`src/rtl/parity_frame_tx_pkg.sv`:
```
// Shared frame constants and FSM state encoding for the parity frame serialiser.
package parity_frame_tx_pkg;

    localparam int FRAME_BITS = 11;
    localparam int DATA_BITS  = 8;

    typedef enum logic [2:0] {
        ST_IDLE   = 3'd0,
        ST_START  = 3'd1,
        ST_DATA   = 3'd2,
        ST_PARITY = 3'd3,
        ST_STOP   = 3'd4
    } state_e;

endpackage

```
`src/rtl/parity_frame_tx_baud_cnt.sv`:
```
// Bit-period counter: counts 0..CLKS_PER_BIT-1 while enabled, tick on the last count.
// Combinational tick, no backpressure; clr restarts the period so every frame is phase-aligned.
module parity_frame_tx_baud_cnt #(
    parameter int CLKS_PER_BIT = 4
) (
    input  logic clk,
    input  logic arst_ni,
    input  logic clr,
    input  logic en,
    output logic tick
);

    localparam int CW = (CLKS_PER_BIT > 1) ? $clog2(CLKS_PER_BIT) : 1;
    localparam logic [CW-1:0] LAST = CW'(CLKS_PER_BIT - 1);

    logic [CW-1:0] cnt;

    always_ff @(posedge clk or negedge arst_ni) begin
        if (!arst_ni) begin
            cnt <= '0;
        end else if (clr) begin
            cnt <= '0;
        end else if (en) begin
            cnt <= (cnt == LAST) ? '0 : cnt + CW'(1);
        end
    end

    assign tick = en && (cnt == LAST);

endmodule

```
`src/rtl/parity_frame_tx.sv`:
```
// Serialises a byte as start, 8 data bits LSB first, upstream parity, stop; tx low the cycle after accept.
// ready_o only in IDLE (one idle cycle between frames); PARITY_FRAME_TX_CHECK_EN adds a parity mismatch flag.
module parity_frame_tx
    import parity_frame_tx_pkg::*;
#(
    parameter int CLKS_PER_BIT = 4
) (
    input  logic       clk,
    input  logic       arst_ni,
    input  logic [7:0] data_i,
    input  logic       parity_i,
    input  logic       valid_i,
    output logic       ready_o,
    output logic       tx_o,
    output logic       busy_o,
    output logic       parity_err_o
);

    state_e                 state_q, state_d;
    logic [2:0]             bit_q, bit_d;
    logic [DATA_BITS-1:0]   data_q;
    logic                   par_q;
    logic                   tx_d;
    logic                   accept;
    logic                   tick;

    assign accept = valid_i && ready_o;

    parity_frame_tx_baud_cnt #(
        .CLKS_PER_BIT (CLKS_PER_BIT)
    ) u_baud_cnt (
        .clk     (clk),
        .arst_ni (arst_ni),
        .clr     (accept),
        .en      (state_q != ST_IDLE),
        .tick    (tick)
    );

    always_comb begin
        state_d = state_q;
        bit_d   = bit_q;
        case (state_q)
            ST_IDLE:   if (accept) state_d = ST_START;
            ST_START:  if (tick)   state_d = ST_DATA;
            ST_DATA: begin
                if (tick) begin
                    bit_d = bit_q + 3'd1;
                    if (bit_q == 3'(DATA_BITS - 1)) state_d = ST_PARITY;
                end
            end
            ST_PARITY: if (tick)   state_d = ST_STOP;
            ST_STOP:   if (tick)   state_d = ST_IDLE;
            default:               state_d = ST_IDLE;
        endcase
    end

    // tx is registered from the next state so the start bit appears right after the accepting edge
    always_comb begin
        tx_d = 1'b1;
        case (state_d)
            ST_START:  tx_d = 1'b0;
            ST_DATA:   tx_d = data_q[bit_d];
            ST_PARITY: tx_d = par_q;
            default:   tx_d = 1'b1;
        endcase
    end

    always_ff @(posedge clk or negedge arst_ni) begin
        if (!arst_ni) begin
            state_q <= ST_IDLE;
            bit_q   <= 3'd0;
            data_q  <= '0;
            par_q   <= 1'b0;
            tx_o    <= 1'b1;
            ready_o <= 1'b0;
            busy_o  <= 1'b0;
        end else begin
            state_q <= state_d;
            bit_q   <= bit_d;
            if (accept) begin
                data_q <= data_i;
                par_q  <= parity_i;
            end
            tx_o    <= tx_d;
            ready_o <= (state_d == ST_IDLE);
            busy_o  <= (state_d != ST_IDLE);
        end
    end

`ifdef PARITY_FRAME_TX_CHECK_EN
    logic err_q;

    // Flag only; the frame still carries the upstream parity bit untouched
    always_ff @(posedge clk or negedge arst_ni) begin
        if (!arst_ni) begin
            err_q <= 1'b0;
        end else begin
            err_q <= accept && ((^data_i) != parity_i);
        end
    end

    assign parity_err_o = err_q;
`else
    assign parity_err_o = 1'b0;
`endif

endmodule
```
`config.mk`:
```
export PLATFORM = sky130hd
export DESIGN_NAME = parity_frame_tx
export DESIGN_NICKNAME = d
export VERILOG_FILES = /design/src/rtl/parity_frame_tx_pkg.sv /design/src/rtl/parity_frame_tx_baud_cnt.sv /design/src/rtl/parity_frame_tx.sv
export SDC_FILE = /design/constraint.sdc
export NUM_CORES = 1
export LEC_CHECK = 0
export ABC_AREA = 1
export CAP_MARGIN = 10
export CORE_UTILIZATION = 56
export DETAILED_ROUTE_END_ITERATION = 12
export GPL_ROUTABILITY_DRIVEN = 1
export PLACE_DENSITY = 0.78
export SETUP_SLACK_MARGIN = 0.5
export SYNTH_ARGS = -nofsm -noshare
export SYNTH_HDL_FRONTEND = slang
export SYNTH_HIERARCHICAL = 1
export SYNTH_SLANG_ARGS = --single-unit
export TNS_END_PERCENT = 5
```
`constraint.sdc`:
```
create_clock -name clk -period 2.6 [get_ports clk]
set_input_delay 0.78 -clock clk [delete_from_list [all_inputs] [get_ports clk]]
set_output_delay 0.78 -clock clk [all_outputs]
set_load 0.02 [all_outputs]
```
==> impl_results.md <==
- DIE AREA: just over 0.002 sq mm
- Htree depth: 1
- Final sum of negative setup slack: 0 ns
- Combinational fraction of design power: 0.251
- Sequential fraction of the synthesis area: 0.476
- Yosys cell types: 22
- HPWL reported at the end of detailed placement: between 1000 and 1500 um
- All-Layer GR Usage: 0.219
- Area growth syn-to-layout: 18.4%
- Number of port buffers: 14
- Pins over their slew limit: 0
- Synth area leaders: sky130_fd_sc_hd__dfrtp_1 45%, sky130_fd_sc_hd__nand2_1 18%, sky130_fd_sc_hd__nand3_1 8.5%
- Standard cell area after detailed placement: roughly 0.0012 sq mm
- Crit share post-route: 0.784
- Core area: 0.00175 sq mm
- Count of vias placed by the detailed router: 880
- Placement row count: 15
- Data required, critical path: around 1.8 ns
- Vias in the first global route: 785
- Routed WL per cell: 10.5 um
- Post-synthesis async set-or-reset flop share: 1.00
- Internal Pwr Total: 485 uW
- Synthesized netlist cell count: 135
- Post-CTS setup buffer count: 0
- Number of clock sinks seen by CTS: 20
- Utilization of the core after routing: 0.715
- TritonCTS clock tree: built
- CP cell instances: clkdlybuf4s50_1
- Routed Wire Length: approximately 1900 um
- Worst setup skew after layout: around 0.012 ns
- Cell with the biggest individual delay on the critical path: sky130_fd_sc_hd__clkdlybuf4s50_1
- DRC marker count from the first detailed-route iteration: 21
- Total setup violations reported at the end of the flow: 0
- Die Wd: 45.4 um
- Antenna diodes: 0
- Capture point of the worst path: ready_o
- Post-Syn Nets: 150
- R2R depth: 14
- Category of the critical setup timing path: flip-flop to primary output
- Unrepaired setup endpoints after global routing: false
- Clock transition at path regs: about 0.11 ns
- Maximum number of pins on one net before global-route repair: 21
- Commonest cells after routing, fill and taps aside: 49 x sky130_fd_sc_hd__nand2_1, 19 x sky130_fd_sc_hd__dfrtp_1, 18 x sky130_fd_sc_hd__nand3_1, 13 x sky130_fd_sc_hd__clkdlybuf4s50_1, 12 x sky130_fd_sc_hd__inv_1
- Run status: completed
- Worst Hold Class: flip-flop to flip-flop
- Delay of the slowest critical-path stage: about 0.6 ns
- Switch Pwr: 220 uW
- Post-synth EDFFs: 0
- CP arrival: 1.26 ns
- Startpoint of the lowest-slack register-to-register path: state_q[1]
- Worst Min Path Start: u_baud_cnt/cnt[1]
- DR vias/cell: 4.97
- # fillers: 145
- CP Launch Point: ready_o
- Initial antenna violation count: 0
- Chip Height: around 45 um
- Remaining global-route overflow: 0
- Number of nets in the layout: around 170
- Crit path buf inv count: 1
- Detailed-routing iteration count for the pre-antenna-repair pass: 5
- Gate family responsible for the most delay along the worst path: buffers and inverters
- Number of synthesized register bits: 20
- Number of primary I/O pins: 16
- Shortest period the worst path allows: around 2.0 ns
- Capturing point of the worst reg2reg path: tx_o
- Worst setup slack for register-to-register paths: slightly above 0.7 ns
- Final hold vios: 0
- Syn Area/Cell: 7.81 sq um
- Max Fclk: 491 MHz
- Switch share: 0.312
- DRC: 0
- Yosys top cell area share: 0.451
- Worst Setup Start Kind: flip-flop
- Wire length of the first global-routing pass: 3120 um
- Synth area leader: sky130_fd_sc_hd__dfrtp_1
- Root Buffer Master: sky130_fd_sc_hd__clkbuf_4
- Most common library cell in the layout ignoring fill and taps: sky130_fd_sc_hd__nand2_1
- CTS max path bufs: 2
- Layout cells sized above 1: 0.151
- Sequential share of power: 0.534
- Max-cap violation count: 0
- Initial cell density of the core: 0.604
- CP Max Fanout: 2
- Peak supply drop: between 0.5 and 0.6 mV
- Part of the total power dissipated in the clock network: 0.215
- Leakage power total: 0.649 nW
- Dominant synthesized flop cell: sky130_fd_sc_hd__dfrtp_1
- Critical path capture point type: primary output
- Worst-skew pair later-pin latency: 0.30 ns
- Total power divided by cell area: 565 mW/mm^2
- Clock buffer count from CTS: 3
- Post-route standard cell area excluding fillers: ~0.0012 sq mm
- Synthesis Warnings: 6
- RD Place Congestion: between 0.7 and 0.8
- Worst path depth: 1
- Remaining antenna violation count after routing: 0
- Syn Std Cell Area: 0.00105 sq mm
[stage by stage]
step | power [mW] | cells | setup slack [ns] | hold slack (ns)
after CTS | 0.710 | 177 | 0.543 | 0.499
after global placement | 0.558 | 173 | 0.408 | 0.463
final | 0.705 | 177 | 0.563 | 0.500
after detailed placement | 0.561 | 173 | 0.344 | 0.472
after global routing | 0.747 | 177 | 0.507 | 0.524
after floorplan | 0.499 | 135 | 0.972 | 0.446
[sequential cells by signal, indices dropped and copies added, names as in the netlist]
signal,count
data_q,8
bit_q,3
state_q,3
u_baud_cnt/cnt,2
busy_o,1
par_q,1
ready_o,1
tx_o,1
[synthesized netlist by cell type, types with 2 or more instances]
master	n
sky130_fd_sc_hd__nor2_4	2
sky130_fd_sc_hd__ha_1	3
sky130_fd_sc_hd__nor2_2	3
sky130_fd_sc_hd__o21ai_0	3
sky130_fd_sc_hd__inv_1	12
sky130_fd_sc_hd__nor2_1	5
sky130_fd_sc_hd__nand3_1	18
sky130_fd_sc_hd__nand2_1	50
sky130_fd_sc_hd__dfrtp_1	19
sky130_fd_sc_hd__nand2_2	5
sky130_fd_sc_hd__inv_2	4
[metal layers]
metal  track usage  share of wire  up-vias
met5             0              0        -
met4         0.145          0.021        0
met3        0.0238          0.022        4
met2         0.331           0.47       21
met1         0.298           0.49      401
li1              -              -      454
[power by group through the flow]
stage               Combinational (mW)  Sequential (mW)  Clock (mW)
floorplan                        0.112            0.387           0
global placement                 0.176            0.382           0
detailed placement               0.179            0.382           0
CTS                              0.178            0.376       0.156
global route                     0.202            0.380       0.165
finish                           0.177            0.376       0.152
[cell type report]
class	count	area, sq um	share of cell area
tap	25	31.3	0.0251
sequential	20	502	0.402
clock buffer	4	26.3	0.0210
timing repair buffer	15	146	0.117
multi-input combinational	96	479	0.384
inverter	17	63.8	0.0511
[repair_timing]
action	4_1_cts	5_1_grt
gates resized for setup	1	1
setup endpoints to repair	1	1
hold buffers	0	0
pin swaps	0	0
[how the worst min path moves through the flow]
stage                              to  slack [ns]  cells past startpoint
floorplan           u_baud_cnt/cnt[1]        0.45                      2
global placement    u_baud_cnt/cnt[1]        0.46                      2
detailed placement          data_q[7]        0.47                      2
CTS                 u_baud_cnt/cnt[1]        0.50                      2
global route        u_baud_cnt/cnt[1]        0.52                      2
finish              u_baud_cnt/cnt[1]        0.50                      2
[logic make-up (layout without fill, tap and decap cells)]
family | after synthesis | count (layout) | share of synthesized area
other | 1 | 1 | 0.00356
AO/OA/AOI/OAI | 6 | 6 | 0.0415
AND/OR/NAND/NOR | 86 | 86 | 0.371
adder cells (fa/ha/maj) | 3 | 3 | 0.0356
buffers and inverters | 19 | 36 | 0.0723
flip-flops | 20 | 20 | 0.476
Note: power is estimated with default switching activity, not from simulation.
